**config.mk**
```make
export PLATFORM = sky130hd
export DESIGN_NAME = seq_divider_flat
export DESIGN_NICKNAME = d
export VERILOG_FILES = /design/src/rtl/seq_div_pkg.sv /design/src/rtl/seq_divider_if.sv /design/src/rtl/seq_divider_div_step.sv /design/src/rtl/seq_divider.sv /design/src/flat_wrapper.sv
export SDC_FILE = /design/constraint.sdc
export NUM_CORES = 1
export LEC_CHECK = 0
export ABC_CLOCK_PERIOD_IN_PS = 2650
export CELL_PAD_IN_SITES_DETAIL_PLACEMENT = 0
export CELL_PAD_IN_SITES_GLOBAL_PLACEMENT = 1
export CORE_UTILIZATION = 40
export CTS_CLUSTER_SIZE = 28
export DETAILED_ROUTE_END_ITERATION = 6
export GPL_ROUTABILITY_DRIVEN = 1
export PLACE_DENSITY_LB_ADDON = 0.3
export SLEW_MARGIN = 30
export SYNTH_ARGS = -nofsm -noshare
export SYNTH_HDL_FRONTEND = slang
export SYNTH_SLANG_ARGS = --single-unit
```
**constraint.sdc**
```tcl
create_clock -name clk -period 2.65 [get_ports clk]
set_input_delay 0.53 -clock clk [delete_from_list [all_inputs] [get_ports clk]]
set_output_delay 0.53 -clock clk [all_outputs]
set_load 0.005 [all_outputs]
```
**src/rtl/seq_div_pkg.sv**
```systemverilog
// Shared widths and state encoding for the sequential restoring divider.
// Imported by the interface, the step datapath and the top level.
package seq_div_pkg;

  localparam int DIVIDEND_W = 17;
  localparam int DIVISOR_W  = 16;
  localparam int CNT_W      = $clog2(DIVIDEND_W + 1);

  typedef enum logic [1:0] {
    IDLE = 2'd0,
    RUN  = 2'd1,
    DONE = 2'd2
  } state_t;

endpackage

```
**src/rtl/seq_divider_if.sv**
```systemverilog
// Start/busy/done handshake and operand/result bundle for seq_divider.
// master drives the request, slave is the divider.
interface seq_divider_if;
  import seq_div_pkg::*;

  logic                  start;
  logic [DIVIDEND_W-1:0] dividend;
  logic [DIVISOR_W-1:0]  divisor;
  logic                  busy;
  logic                  done;
  logic [DIVIDEND_W-1:0] quotient;
  logic [DIVISOR_W-1:0]  remainder;
  logic                  div_by_zero;

  modport master (
    output start, dividend, divisor,
    input  busy, done, quotient, remainder, div_by_zero
  );

  modport slave (
    input  start, dividend, divisor,
    output busy, done, quotient, remainder, div_by_zero
  );

endinterface

```
**src/rtl/seq_divider_div_step.sv**
```systemverilog
// One restoring division step: shift in a dividend bit, subtract if it fits.
// Purely combinational; the top level registers the results.
module div_step
  import seq_div_pkg::*;
(
  input  logic [DIVISOR_W:0]   r,
  input  logic                 q_msb,
  input  logic [DIVISOR_W-1:0] d,
  output logic [DIVISOR_W:0]   r_next,
  output logic                 q_bit
);

  logic [DIVISOR_W+1:0] t;
  logic [DIVISOR_W+1:0] diff;

  // r always stays below d, so its top bit is zero and t fits easily
  always_comb begin
    t      = {r, q_msb};
    diff   = t - {2'b00, d};
    q_bit  = (t >= {2'b00, d});
    r_next = q_bit ? diff[DIVISOR_W:0] : t[DIVISOR_W:0];
  end

endmodule

```
**src/rtl/seq_divider.sv**
```systemverilog
// Multi-cycle restoring divider, one quotient bit per clock.
// Holds the FSM, iteration counter and operand/result registers.
module seq_divider
  import seq_div_pkg::*;
(
  input  logic          clk,
  input  logic          rst,
  seq_divider_if.slave  bus
);

  state_t                state;
  logic [CNT_W-1:0]      cnt;
  logic [DIVIDEND_W-1:0] q;
  logic [DIVISOR_W:0]    r;
  logic [DIVISOR_W-1:0]  d;
  logic                  busy;
  logic                  done;
  logic                  dbz;
  logic [DIVIDEND_W-1:0] quot;
  logic [DIVISOR_W-1:0]  rem;

  logic [DIVISOR_W:0]    r_next;
  logic                  q_bit;
  logic [DIVIDEND_W-1:0] q_next;

  div_step u_step (
    .r      (r),
    .q_msb  (q[DIVIDEND_W-1]),
    .d      (d),
    .r_next (r_next),
    .q_bit  (q_bit)
  );

  assign q_next = {q[DIVIDEND_W-2:0], q_bit};

  // FSM, datapath registers and registered handshake outputs
  always_ff @(posedge clk) begin
    if (rst) begin
      state <= IDLE;
      cnt   <= '0;
      q     <= '0;
      r     <= '0;
      d     <= '0;
      busy  <= 1'b0;
      done  <= 1'b0;
      dbz   <= 1'b0;
      quot  <= '0;
      rem   <= '0;
    end else begin
      unique case (state)
        IDLE, DONE: begin
          done <= 1'b0;
          if (bus.start) begin
            q   <= bus.dividend;
            d   <= bus.divisor;
            r   <= '0;
            cnt <= CNT_W'(DIVIDEND_W);
            if (bus.divisor == '0) begin
              state <= DONE;
              busy  <= 1'b0;
              done  <= 1'b1;
              dbz   <= 1'b1;
              quot  <= '1;
              rem   <= '0;
            end else begin
              state <= RUN;
              busy  <= 1'b1;
              dbz   <= 1'b0;
            end
          end else begin
            state <= IDLE;
          end
        end
        RUN: begin
          q   <= q_next;
          r   <= r_next;
          cnt <= cnt - CNT_W'(1);
          if (cnt == CNT_W'(1)) begin
            state <= DONE;
            busy  <= 1'b0;
            done  <= 1'b1;
            quot  <= q_next;
            rem   <= r_next[DIVISOR_W-1:0];
          end
        end
        default: begin
          state <= IDLE;
          busy  <= 1'b0;
          done  <= 1'b0;
        end
      endcase
    end
  end

  assign bus.busy        = busy;
  assign bus.done        = done;
  assign bus.quotient    = quot;
  assign bus.remainder   = rem;
  assign bus.div_by_zero = dbz;

endmodule
```
**src/flat_wrapper.sv**
```systemverilog
// flat-port wrapper written by rule: the top's interface ports become plain ports
module seq_divider_flat import seq_div_pkg::*;
  (clk, rst, bus_start, bus_dividend, bus_divisor, bus_busy, bus_done, bus_quotient, bus_remainder, bus_div_by_zero);
  seq_divider_if bus_i ();
  input  logic clk;
  input  logic rst;
  input wire logic [$bits(bus_i.start)-1:0] bus_start;
  input wire logic [$bits(bus_i.dividend)-1:0] bus_dividend;
  input wire logic [$bits(bus_i.divisor)-1:0] bus_divisor;
  output wire logic [$bits(bus_i.busy)-1:0] bus_busy;
  output wire logic [$bits(bus_i.done)-1:0] bus_done;
  output wire logic [$bits(bus_i.quotient)-1:0] bus_quotient;
  output wire logic [$bits(bus_i.remainder)-1:0] bus_remainder;
  output wire logic [$bits(bus_i.div_by_zero)-1:0] bus_div_by_zero;
  assign bus_i.start = bus_start;
  assign bus_i.dividend = bus_dividend;
  assign bus_i.divisor = bus_divisor;
  assign bus_busy = bus_i.busy;
  assign bus_done = bus_i.done;
  assign bus_quotient = bus_i.quotient;
  assign bus_remainder = bus_i.remainder;
  assign bus_div_by_zero = bus_i.div_by_zero;
  seq_divider u_core (.clk(clk), .rst(rst), .bus(bus_i));
endmodule
```
Yosys cells after proc, flatten, opt, wreduce, memory -nomap -nowiden
Cells that the tools add are included.
{"block": "totals", "out_inout_bits": 36, "word_cells": 54, "in_bits": 36, "regBits": 93}
{"block": "op_classes", "magnitude_cmp": 1, "n_eq_ne": 6, "muxes": 27, "add_sub_neg": 2, "reduce_logical": 8}
{"op": "17-bit two-way mux", "count": 6}
{"op": "17-bit case mux with 2 select lines", "count": 3}
{"op": "16-bit two-way mux", "count": 3}
{"op": "16-bit case mux with 2 select lines", "count": 1}
{"op": "18-bit by 16-bit greater-or-equal comparator with 1-bit output", "count": 1}
{"op": "17-bit by 16-bit subtractor with 17-bit output", "count": 1}
{"op": "16-bit zero test", "count": 1}
{"op": "5-bit case mux with 2 select lines", "count": 1}
{"op": "1-bit two-way mux", "count": 6}
{"op": "2-bit two-way mux", "count": 3}
{"op": "2-bit AND reduction", "count": 3}
{"op": "5-bit by 1-bit == test with 1-bit output, second input constant", "count": 1}
{"op": "5-bit two-way mux", "count": 1}
{"op": "5-bit by 1-bit subtractor with 5-bit output, second input constant", "count": 1}
{"op": "2-bit by 1-bit != test with 1-bit output, second input constant", "count": 2}
{"op": "1-bit case mux with 2 select lines", "count": 2}
{"op": "2-bit case mux with 2 select lines", "count": 1}
{"op": "4-bit AND reduction", "count": 1}
{"op": "2-bit by 1-bit == test with 1-bit output, second input constant", "count": 1}
{"op": "2-bit == test, second input constant", "count": 1}
{"op": "2-bit zero test", "count": 1}
{"op": "2-bit != test, second input constant", "count": 1}
{"op": "2-bit nonzero test", "count": 1}
{"op": "2-bit OR reduction", "count": 1}

Depth between registers and ports, before layout
{"block": "depth", "word_depth": 4, "mapped_depth": 12, "mapped_depth_nobuf": 9}

Cells and area by module
From an unflattened synthesis, not the netlist that was laid out.
{"block": "unflattened", "hier_cells": 547, "hier_area_um2": 4530.6}
{"module": "seq_divider", "seq_area_each_um2": 1841.8, "n_inst": 1, "area_per_inst_um2": 3462.1, "cells_per_inst": 388}
{"module": "div_step", "seq_area_each_um2": 0.0, "n_inst": 1, "area_per_inst_um2": 1068.5, "cells_per_inst": 159}

Worst setup path after synthesis
No wires, ideal clock.
{"block": "synth_timing", "path_kind": "flip-flop to flip-flop", "start": "reg u_core.d[13]", "end": "reg u_core.r[8]", "setup_ns": 0.125, "arrival_ns": 2.309, "synth_period_minus_slack_ns": 2.434, "path_buffers": 4, "required_time_ns": 2.525, "slack_ns": 0.216, "path_stages_with_launch": 13, "path_cell_list": "dfxtp_1 inv_1 ha_1 buf_6 a21oi_2 o21ai_1 or2_2 clkbuf_1 or3_1 buf_6 buf_12 mux2i_1 o21ai_1"}
{"block": "synth_between", "elab_chain_cells": 3}
{"element": "from (decl)", "line": "seq_divider.sv:15", "source": "logic [DIVISOR_W-1:0] d;"}
{"element": "from (signal assigned)", "line": "seq_divider.sv:55", "source": "d <= bus.divisor;"}
{"element": "18-bit by 16-bit greater-or-equal comparator with 1-bit output", "line": "seq_divider_div_step.sv:20", "source": "q_bit = (t >= {2'b00, d});"}
{"element": "17-bit two-way mux", "line": "seq_divider_div_step.sv:21", "source": "r_next = q_bit ? diff[DIVISOR_W:0] : t[DIVISOR_W:0];"}
{"element": "17-bit case mux with 2 select lines", "line": "seq_divider.sv:50", "source": "unique case (state)"}
{"element": "to (signal assigned)", "line": "seq_divider.sv:76", "source": "r <= r_next;"}
{"element": "to (decl)", "line": "seq_divider.sv:14", "source": "logic [DIVISOR_W:0] r;"}
Every way passes these cells.
A chain may end at the register's enable or synchronous reset.

Worst setup path after layout
{"block": "layout_timing", "start": "reg u_core.d[7]", "end": "reg u_core.r[0]"}
Same word-level chain as after synthesis.

==> impl_metrics.tcl <==
set metrics [dict create \
    grt_pass1_vias 4025 \
    cp_max_fo 9 \
    cts_sinks 92 \
    crit_arrival_ns 2.85 \
    finClkSkew_ns 0.00641 \
    finalNonFillerCells 779 \
    ys_seq_area_frac 0.402 \
    min_period_ns 2.56 \
    fmax_ghz 0.390 \
    synth_common_cells "nand2_1, dfxtp_1, nor2_1" \
    startpoint_type "flip-flop" \
    drtIter0Drc 275 \
    clk_latency_ns 0.35 \
    power_mw 6.66 \
    wire_per_inst_um 15.9 \
    grt_pass1_wl_um 19900 \
    syn_nets 614 \
    hold_slack_ns 0.449 \
    synth.cell_area_mm2 0.00458 \
    min_path_type "reg -> reg" \
    slew_violations 0 \
    rsz0062_at_grt "true" \
    yosysTopAreaCell "dfxtp_1" \
    outcome "completed" \
    drive_above_1_share 0.121 \
    end_kind "flip-flop" \
    num_rows 38 \
    dr.pass1.iters 4 \
    finalHoldViolCount 0 \
    die_y_um 109 \
    synth-xor-area-share 0.0134 \
    synthSimpleGateAreaFrac 0.216 \
    critPathRequiredTime_ns 2.94 \
    cts_tree "yes" \
    core_mm2 0.0110 \
    slowest_stage "or4_4" \
    synth-edff-count 0 \
    synth_most_common_cell "nand2_1" \
    synth_area_leaders "dfxtp_1, nand2_1, ha_1, nor2_1, a211oi_1" \
    multi_input_area_mm2 0.00256 \
    num-fill-cells 1049 \
    clockRootBuffer "clkbuf_16" \
    power_leakage_nw 2.19 \
    wl_um 12400 \
    vdd_drop_max_mv 0.752 \
    synth-compound-area-share 0.237 \
    antenna_cells 0 \
    grt.overflow.total 0 \
    synth_cells 559 \
    synth_top_area_frac 0.402 \
    ys.flop_type "dfxtp_1" \
    synth_warnings 0 \
    maxCapViolCount 0 \
    start_util 0.417 \
    synth-seq-cells 92 \
    synthAdderAreaFrac 0.0536 \
    nNetsFinal 689 \
    cts-buffers-inserted 9 \
    critPathKind "reg -> reg" \
    avgSynthCellArea_um2 8.19 \
    relSlewSlack 0.403 \
    path_cells "inv_1 > ha_2 > nand4_1 > or4_4 > a31oi_4 > or3_4 > buf_6 > mux2i_4 > a22o_1" \
    critPathTopFamily "simple AND/OR/NAND/NOR gates" \
    slowest_delay_ns 0.54 \
    antenna_found_initial 0 \
    drtAntennaViolNets 0 \
    dp_hpwl_um 8800 \
    cts-htree-levels 3 \
    async_flop_share 0 \
    clock_path_buffers 2 \
    grt_max_degree 53 \
    clkTransAtPathRegs_ns 0.07 \
    fin_util 0.541 \
    tns_ns 0 \
    ios 72 \
    die_w_um 109 \
    portBuffers 71 \
    gp_congestion 0.884 \
    track_usage 0.217 \
    seq_area_mm2 0.00184 \
    placedCellCount 763 \
    worst-path-buf-inv 2 \
    vias 4280 \
    cts_post_setup_buffers_inserted 0 \
    synth.mux.area_fraction 0.0197 \
    area_delta_synth_final_pct 29.8 \
    synth_top_family_by_area "compound AO/OA/AOI/OAI gates" \
    post-route-period-util 0.968 \
    die_area_mm2 0.0119 \
    power-per-cell-area_mw_per_mm2 1120 \
    viasPerCell 5.49 \
    drcViolationCount 0 \
    yosysUniqueCellTypes 62 \
    tightest_slew_ns 0.893 \
    finalSetupViolCount 0 \
]
-- worst reg2reg max path, stage by stage (launching register included) --
cell     delay (ns)
dfxtp_1        0.33
inv_1          0.08
ha_2           0.38
nand4_1        0.17
or4_4          0.54
a31oi_4        0.24
or3_4          0.19
buf_6          0.17
mux2i_4        0.25
a22o_1         0.15
-- routing by layer --
layer / global-route usage / up-vias / wire, µm
li1: - / 2171 / -
met1: 0.311 / 1983 / 5950
met2: 0.326 / 105 / 5570
met3: 0.0305 / 21 / 624
met4: 0.0830 / 0 / 225
met5: 0 / - / 0
-- metrics by stage --
step	cell area, µm²	worst slack, ns
after floorplan	4580	0.216
after global placement	5530	0.0626
after detailed placement	5530	0.0324
after CTS	5860	0.0137
after global routing	5940	-0.0109
final	5940	0.0858
-- final cells by class --
class / count / share of cell area
repair buffers: 99 / 0.160
flip-flops and latches: 92 / 0.310
well taps: 140 / 0.0295
clock inverters: 7 / 0.0177
multi-input cells: 408 / 0.430
inverters: 24 / 0.0152
clock buffers: 9 / 0.0379
-- path summary, 6_finish.rpt --
path | from | to | slack, ns | depth (start not counted)
max | u_core.d[7] | u_core.r[0] | 0.09 | 9
min | u_core.bus.remainder[8] | u_core.bus.remainder[8] | 0.45 | 2
max reg2reg | u_core.d[7] | u_core.r[0] | 0.09 | 9
min reg2reg | u_core.bus.remainder[8] | u_core.bus.remainder[8] | 0.45 | 2
-- power by group --
part / leakage, nW / switching (mW) / total (mW) / internal [mW]
logic: 1.28 / 1.92 / 3.50 / 1.58
registers: 0.752 / 0.153 / 1.73 / 1.58
clock network: 0.159 / 0.592 / 1.43 / 0.842
total: 2.19 / 2.66 / 6.66 / 4.00
-- kinds of logic (layout without fill, tap and decap cells) --
group / after synthesis / after routing
xor+xnor: 7 / 7
compound gates: 156 / 156
fa+ha+maj: 19 / 19
buf+inv: 59 / 139
flops: 92 / 92
simple gates: 217 / 217
mux: 9 / 9
-- repair_timing --
action	4_1_cts	5_1_grt
hold buffers	0	0
setup endpoints to repair	0	24
resized for setup	0	16
-- sequential cells by signal, summed over array words and instances (netlist names) --
signal                  cells
u_core.q                   17
u_core.bus.div_by_zero      1
u_core.state                2
u_core.r                   17
u_core.bus.quotient        17
u_core.bus.remainder       16
u_core.d                   16
u_core.cnt                  5
u_core.bus.busy             1
-- cells in the final DEF (no fill, tap or decap), types with 3 or more instances in the layout --
cell,synthesis,layout
or4_1,4,4
a21oi_1,29,29
o21ai_0,23,23
clkdlybuf4s50_1,0,70
nand2_1,99,99
dfxtp_1,92,92
o21ai_1,14,13
or2_2,6,6
a22o_1,6,6
a211oi_1,22,21
clkbuf_16,0,9
buf_4,1,24
inv_1,24,24
nand2b_1,4,4
xor2_1,3,3
nor4b_1,5,5
nand3_1,7,7
nor4_1,7,7
mux2i_1,9,6
a31oi_1,5,3
xnor2_1,4,4
a211oi_2,2,3
nor2_1,57,56
ha_1,18,14
o31a_1,3,3
a311oi_1,17,17
o21a_1,7,7
nor3_1,9,9
o31ai_1,4,4
a32oi_1,6,6
No activity file was read; power rests on OpenSTA's default activity.
==> patch 1 (same settings) <==
Change the package constant `DIVISOR_W` from 16 to 24.
--- a/src/rtl/seq_div_pkg.sv
+++ b/src/rtl/seq_div_pkg.sv
@@ -3,7 +3,7 @@
 package seq_div_pkg;
 
   localparam int DIVIDEND_W = 17;
-  localparam int DIVISOR_W  = 16;
+  localparam int DIVISOR_W  = 24;
   localparam int CNT_W      = $clog2(DIVIDEND_W + 1);
 
   typedef enum logic [1:0] {
Interface: changed (resized bus_divisor and bus_remainder); port bits go from 72 to 88. The function was not compared with the original's and may differ.
==> patch 1 against the original RTL <==
  * The run now ends with negative setup slack left
  * Sequential power grew 29%
  * Sequential cell count increased by 24
  * Hold slack better by 0.0049 ns
  * Cell area up 48%
  * Utilization up 3.9 points
  * Total power rose by 88%
  * Synthesized area rose by 36%
  * Worst setup slack worse by 0.24 ns
  * Wire length up 63%
  * Critical endpoint unchanged
  * Largest power group unchanged
==> patch 1: results (changes against the original RTL) <==
cells_and_area:
  clkbuf_count: 19  # +10
  final_util_pct: 58.0  # +3.9 points
  multi_input_cells: 581  # +42%
  sh_seq_area_pct: 26.3  # -4.7 points
  inv_count: 41  # +71%
  multi_input_area_share_pct: 42.8  # -0.20 points
  clock_tree_area_fraction_pct: 6.78  # +1.2 points
  final_layout_size_suffix_gt1_share_pct: 20.1  # +8.0 points
yosys:
  synthMuxAreaShare_pct: 0.805  # -1.2 points
  synth_fa_ha_area_share_pct: 5.55  # +0.20 points
  syn_inst: 785  # +40%
  synth_fp_nets: 856  # +39%
sta:
  whs_ns: 0.454  # +0.00495 ns
  fin_ws_ns: -0.157  # -0.243 ns
  max_slew_margin_pct: 43.7  # +3.4 points
  setup-violations-final: 44  # +44
placed_design:
  gp_congestion: 0.900  # +1.9%
  dp.cells: 1097  # +44%
  placed_cell_area_um2: 7840  # +42%
route:
  wl_um: 20100  # +63%
  dr_wl_met3_um: 651  # +4.3%
  wl_met1_um: 8970  # +51%
  wl_met2_um: 9840  # +77%
  first_iter_violations: 416  # +51%
grt:
  grt_max_degree: 78  # +47%
  grt_use_met3_pct: 5.06  # +2.0 points
power:
  cellInternalPower_w: 0.00722  # +80%
status:
  status: "complete, but fails checks"
  violations: "negative setup slack"
worst_setup_path:
  cp-startpoint: "u_core.q[16]$_SDFFE_PP0P_"
clock_tree:
  cts_made_buffers: 17  # +8
  h-tree-depth: 4  # +1
  clock_latency_ns: 0.42  # +0.07 ns
min_path:
  hold_path.startpoint: "u_core.d[3]$_SDFFE_PP0P_"
==> patch 1: power by group through the flow <==
stage	registers (W)	clock network, W	logic [W]
after CTS	0.00222	0.00237	0.00709
after global placement	0.00225	0	0.00656
after global routing	0.00226	0.00246	0.00852
final	0.00223	0.00234	0.00795
after floorplan	0.00218	0	0.00419
after detailed placement	0.00226	0	0.00664
==> patch 1: cells by family (layout without fill, tap and decap cells) <==
family          Yosys count  count (layout)
simple gates            291             292
compound gates          248             248
flops                   116             116
buf+inv                  89             260
fa+ha+maj                27              27
xor+xnor                  9               9
mux                       5               5
==> patch 1: what timing repair did <==
item	in CTS	in global routing
gates cloned	0	2
gates resized for setup	26	33
setup buffers	8	9
pin swaps	12	17
setup endpoints to repair	48	51
hold buffers	0	0
==> patch 1: worst max-delay path: cells and delay by family (launching register included) <==
kind,cells,cell delay (ns)
flip-flops,1,0.32
AND/OR/NAND/NOR,1,0.10
adder cells (fa/ha/maj),2,0.47
buffers and inverters,4,0.34
AO/OA/AOI/OAI,6,1.43
==> patch 2 (same flow settings) <==
Without the edit above. Re-encode `state_t` (3 states) as one-hot, 3 bits wide.
--- a/src/rtl/seq_div_pkg.sv
+++ b/src/rtl/seq_div_pkg.sv
@@ -6,10 +6,10 @@
   localparam int DIVISOR_W  = 16;
   localparam int CNT_W      = $clog2(DIVIDEND_W + 1);
 
-  typedef enum logic [1:0] {
-    IDLE = 2'd0,
-    RUN  = 2'd1,
-    DONE = 2'd2
+  typedef enum logic [2:0] {
+    IDLE = 3'b001,
+    RUN  = 3'b010,
+    DONE = 3'b100
   } state_t;
 
 endpackage
Formal check against the unedited RTL: no difference found for any inputs over 10 cycles, from zero or initial values and one cycle with rst high; not proved beyond that.
==> patch 2 against the original RTL <==
  * Worst setup slack gained 0.039 ns
  * Synthesized area shrank 0.63%
  * Global-route usage shrank 0.30 points
  * Sequential cell count grew 1
  * Clock skew grew 0.0028 ns
  * Via count shrank 2.2%
  * Fmax grew 1.5%
  * Wire length shrank 1.8%
  * Cell area shrank 1.6%
  * Non-clock buffer count shrank 3
  * Critical endpoint is now u_core.bus.remainder[13]$_SDFFE_PP0P_
  * Largest cell class unchanged
  * Highest routed layer unchanged
Power is not compared: it rests on default switching activity, and its combinational part moved more than twofold at a synthesized area within 25%.
==> patch 2: results (changes against the original RTL) <==
placed_design:
  dp_hpwl_um: 8750  # -0.56%
  gp_congestion: 0.886  # +0.21%
  dp.cells: 761  # -0.26%
  pre_cts_ws_ns: -0.111  # -0.143 ns
  numPortBuffers: 71  # unchanged
yosys:
  ys_top_cells_by_count: "nand2_1 (105), dfxtp_1 (93), nor2_1 (57)"
  yosys-top-cells-area: "dfxtp_1 (41%), nand2_1 (8.7%), ha_1 (5.0%)"
  async_flop_share_pct: 0  # unchanged
  yosys_warnings: 0  # unchanged
  seq_area_frac_synth_pct: 40.9  # +0.69 points
  yosys.cell_types.count: 58  # -6.5%
  syn_inst: 560  # +0.18%
  synth_fp_nets: 615  # +0.16%
sta:
  post-route-period-util_pct: 95.3  # -1.5 points
  finalHoldViolCount: 0  # unchanged
  skew_ns: 0.00926  # +0.00285 ns
  max_slew_margin_pct: 48.2  # +8.0 points
status:
  status: "completed"
route:
  avgRoutedWirePerCell_um: 15.6  # -1.5%
  first_iter_violations: 230  # -16%
  drtPass1Iterations: 5  # +1
  vias_per_cell: 5.39  # -2.0%
power:
  p_leak_nw: 2.20
  cellInternalPower_w: 0.00264
  irDropWorstVdd_v: 0.000364
worst_setup_path:
  critPathSlowestCell: "fa_2"
  cpPeakStageDelay_ns: 0.37  # -0.17 ns
  arrival_ns: 2.81  # -0.04 ns
  crit_fanout: 5  # -4
  rrSetupSlack_ns: 0.12  # +0.04 ns
grt:
  grt_max_degree: 43  # -19%
  grt_usage_pct: 21.4  # -0.30 points
  grt_pass1_vias: 3894  # -3.3%
  antenna_found_initial: 0  # unchanged
  grt_pass1_wl_um: 19100  # -3.8%
clock_tree:
  clock_latency_ns: 0.35  # about the same
  cts_made_buffers: 9  # unchanged
  cts.clk_slew.worst_paths_ns: 0.07  # about the same
  h-tree-depth: 3  # unchanged
  ctsLongestPathBuffers: 2  # unchanged
  root_buffer: "clkbuf_16"
cells_and_area:
  fillers: 1030  # -1.8%
  final_cells: 777  # -0.26%
  final_layout_size_suffix_gt1_share_pct: 9.42  # -2.6 points
  nets: 688  # -0.15%
  n_antenna_cell: 0  # unchanged
min_path:
  worstHoldPathType: "flop to flop"
## patch 2: changes by cell type in the layout (fill, tap and decap cells not counted), sizes merged, moves of 5 or more
| cell | unedited run | this run |
|---|---|---|
| nand2 | 99 | 105 |
| a21oi | 30 | 35 |
| a22o | 6 | 0 |
| or4 | 5 | 0 |
| a211oi | 24 | 19 |
| inv | 27 | 22 |
| a21o | 1 | 6 |
## patch 2: power by group through the flow
stage	sequential (W)	clock, W	combinational (W)
after floorplan	0.00156	0	0.000640
after global placement	0.00157	0	0.000970
after detailed placement	0.00157	0	0.000982
after CTS	0.00154	0.00124	0.000987
after global routing	0.00155	0.00130	0.00114
final	0.00154	0.00121	0.00104
## patch 2: per-stage QoR
step	hold WS (ns)	area (µm²)
after floorplan	0.436	4550
after global placement	0.435	5490
after detailed placement	0.445	5490
after CTS	0.454	5770
after global routing	0.477	5850
final	0.448	5850
## patch 2: logic make-up after synthesis
| family | Yosys count | share of synthesized area, % |
|---|---|---|
| compound gates | 154 | 22.6 |
| xor+xnor | 13 | 2.50 |
| fa+ha+maj | 19 | 5.39 |
| buf+inv | 56 | 5.01 |
| flops | 93 | 40.9 |
| mux | 13 | 3.08 |
| simple gates | 212 | 20.5 |
## patch 2: per-layer routing
metal | share of wire [%] | track usage [%] | wire (µm)
met1 | 49 | 28.3 | 5980
met2 | 46 | 34.2 | 5540
met3 | 3.3 | 3.65 | 406
met4 | 1.9 | 9.27 | 228
met5 | 0 | 0 | 0
## patch 2: final cells by class
type / instances / area share, %
clock buffers: 10 / 4.09
flip-flops and latches: 93 / 31.9
clock inverters: 5 / 0.642
repair buffers: 96 / 15.6
multi-input cells: 411 / 43.4
well taps: 140 / 3.00
inverters: 22 / 1.41
## patch 2: timing repair
action                                  CTS  global route
resized for setup                         0            13
hold buffers                              0             0
buffers inserted                          0             1
endpoints found under the setup margin    0            21
## patch 2: worst paths after layout
check,startpoint,end,cells past startpoint
min reg2reg,u_core.bus.remainder[0]$_SDFFE_PP0P_,u_core.bus.remainder[0]$_SDFFE_PP0P_,2
max,u_core.q[16]$_SDFFE_PP0P_,u_core.bus.remainder[13]$_SDFFE_PP0P_,11
min,u_core.bus.remainder[0]$_SDFFE_PP0P_,u_core.bus.remainder[0]$_SDFFE_PP0P_,2
max reg2reg,u_core.q[16]$_SDFFE_PP0P_,u_core.bus.remainder[13]$_SDFFE_PP0P_,11
## patch 2: worst max-delay path, delay by kind of cell (launching register included)
| kind | cells | cell delay (ns) |
|---|---|---|
| adder cells (fa/ha/maj) | 2 | 0.57 |
| buffers and inverters | 2 | 0.21 |
| AO/OA/AOI/OAI | 4 | 0.80 |
| flip-flops | 1 | 0.33 |
| AND/OR/NAND/NOR | 3 | 0.57 |
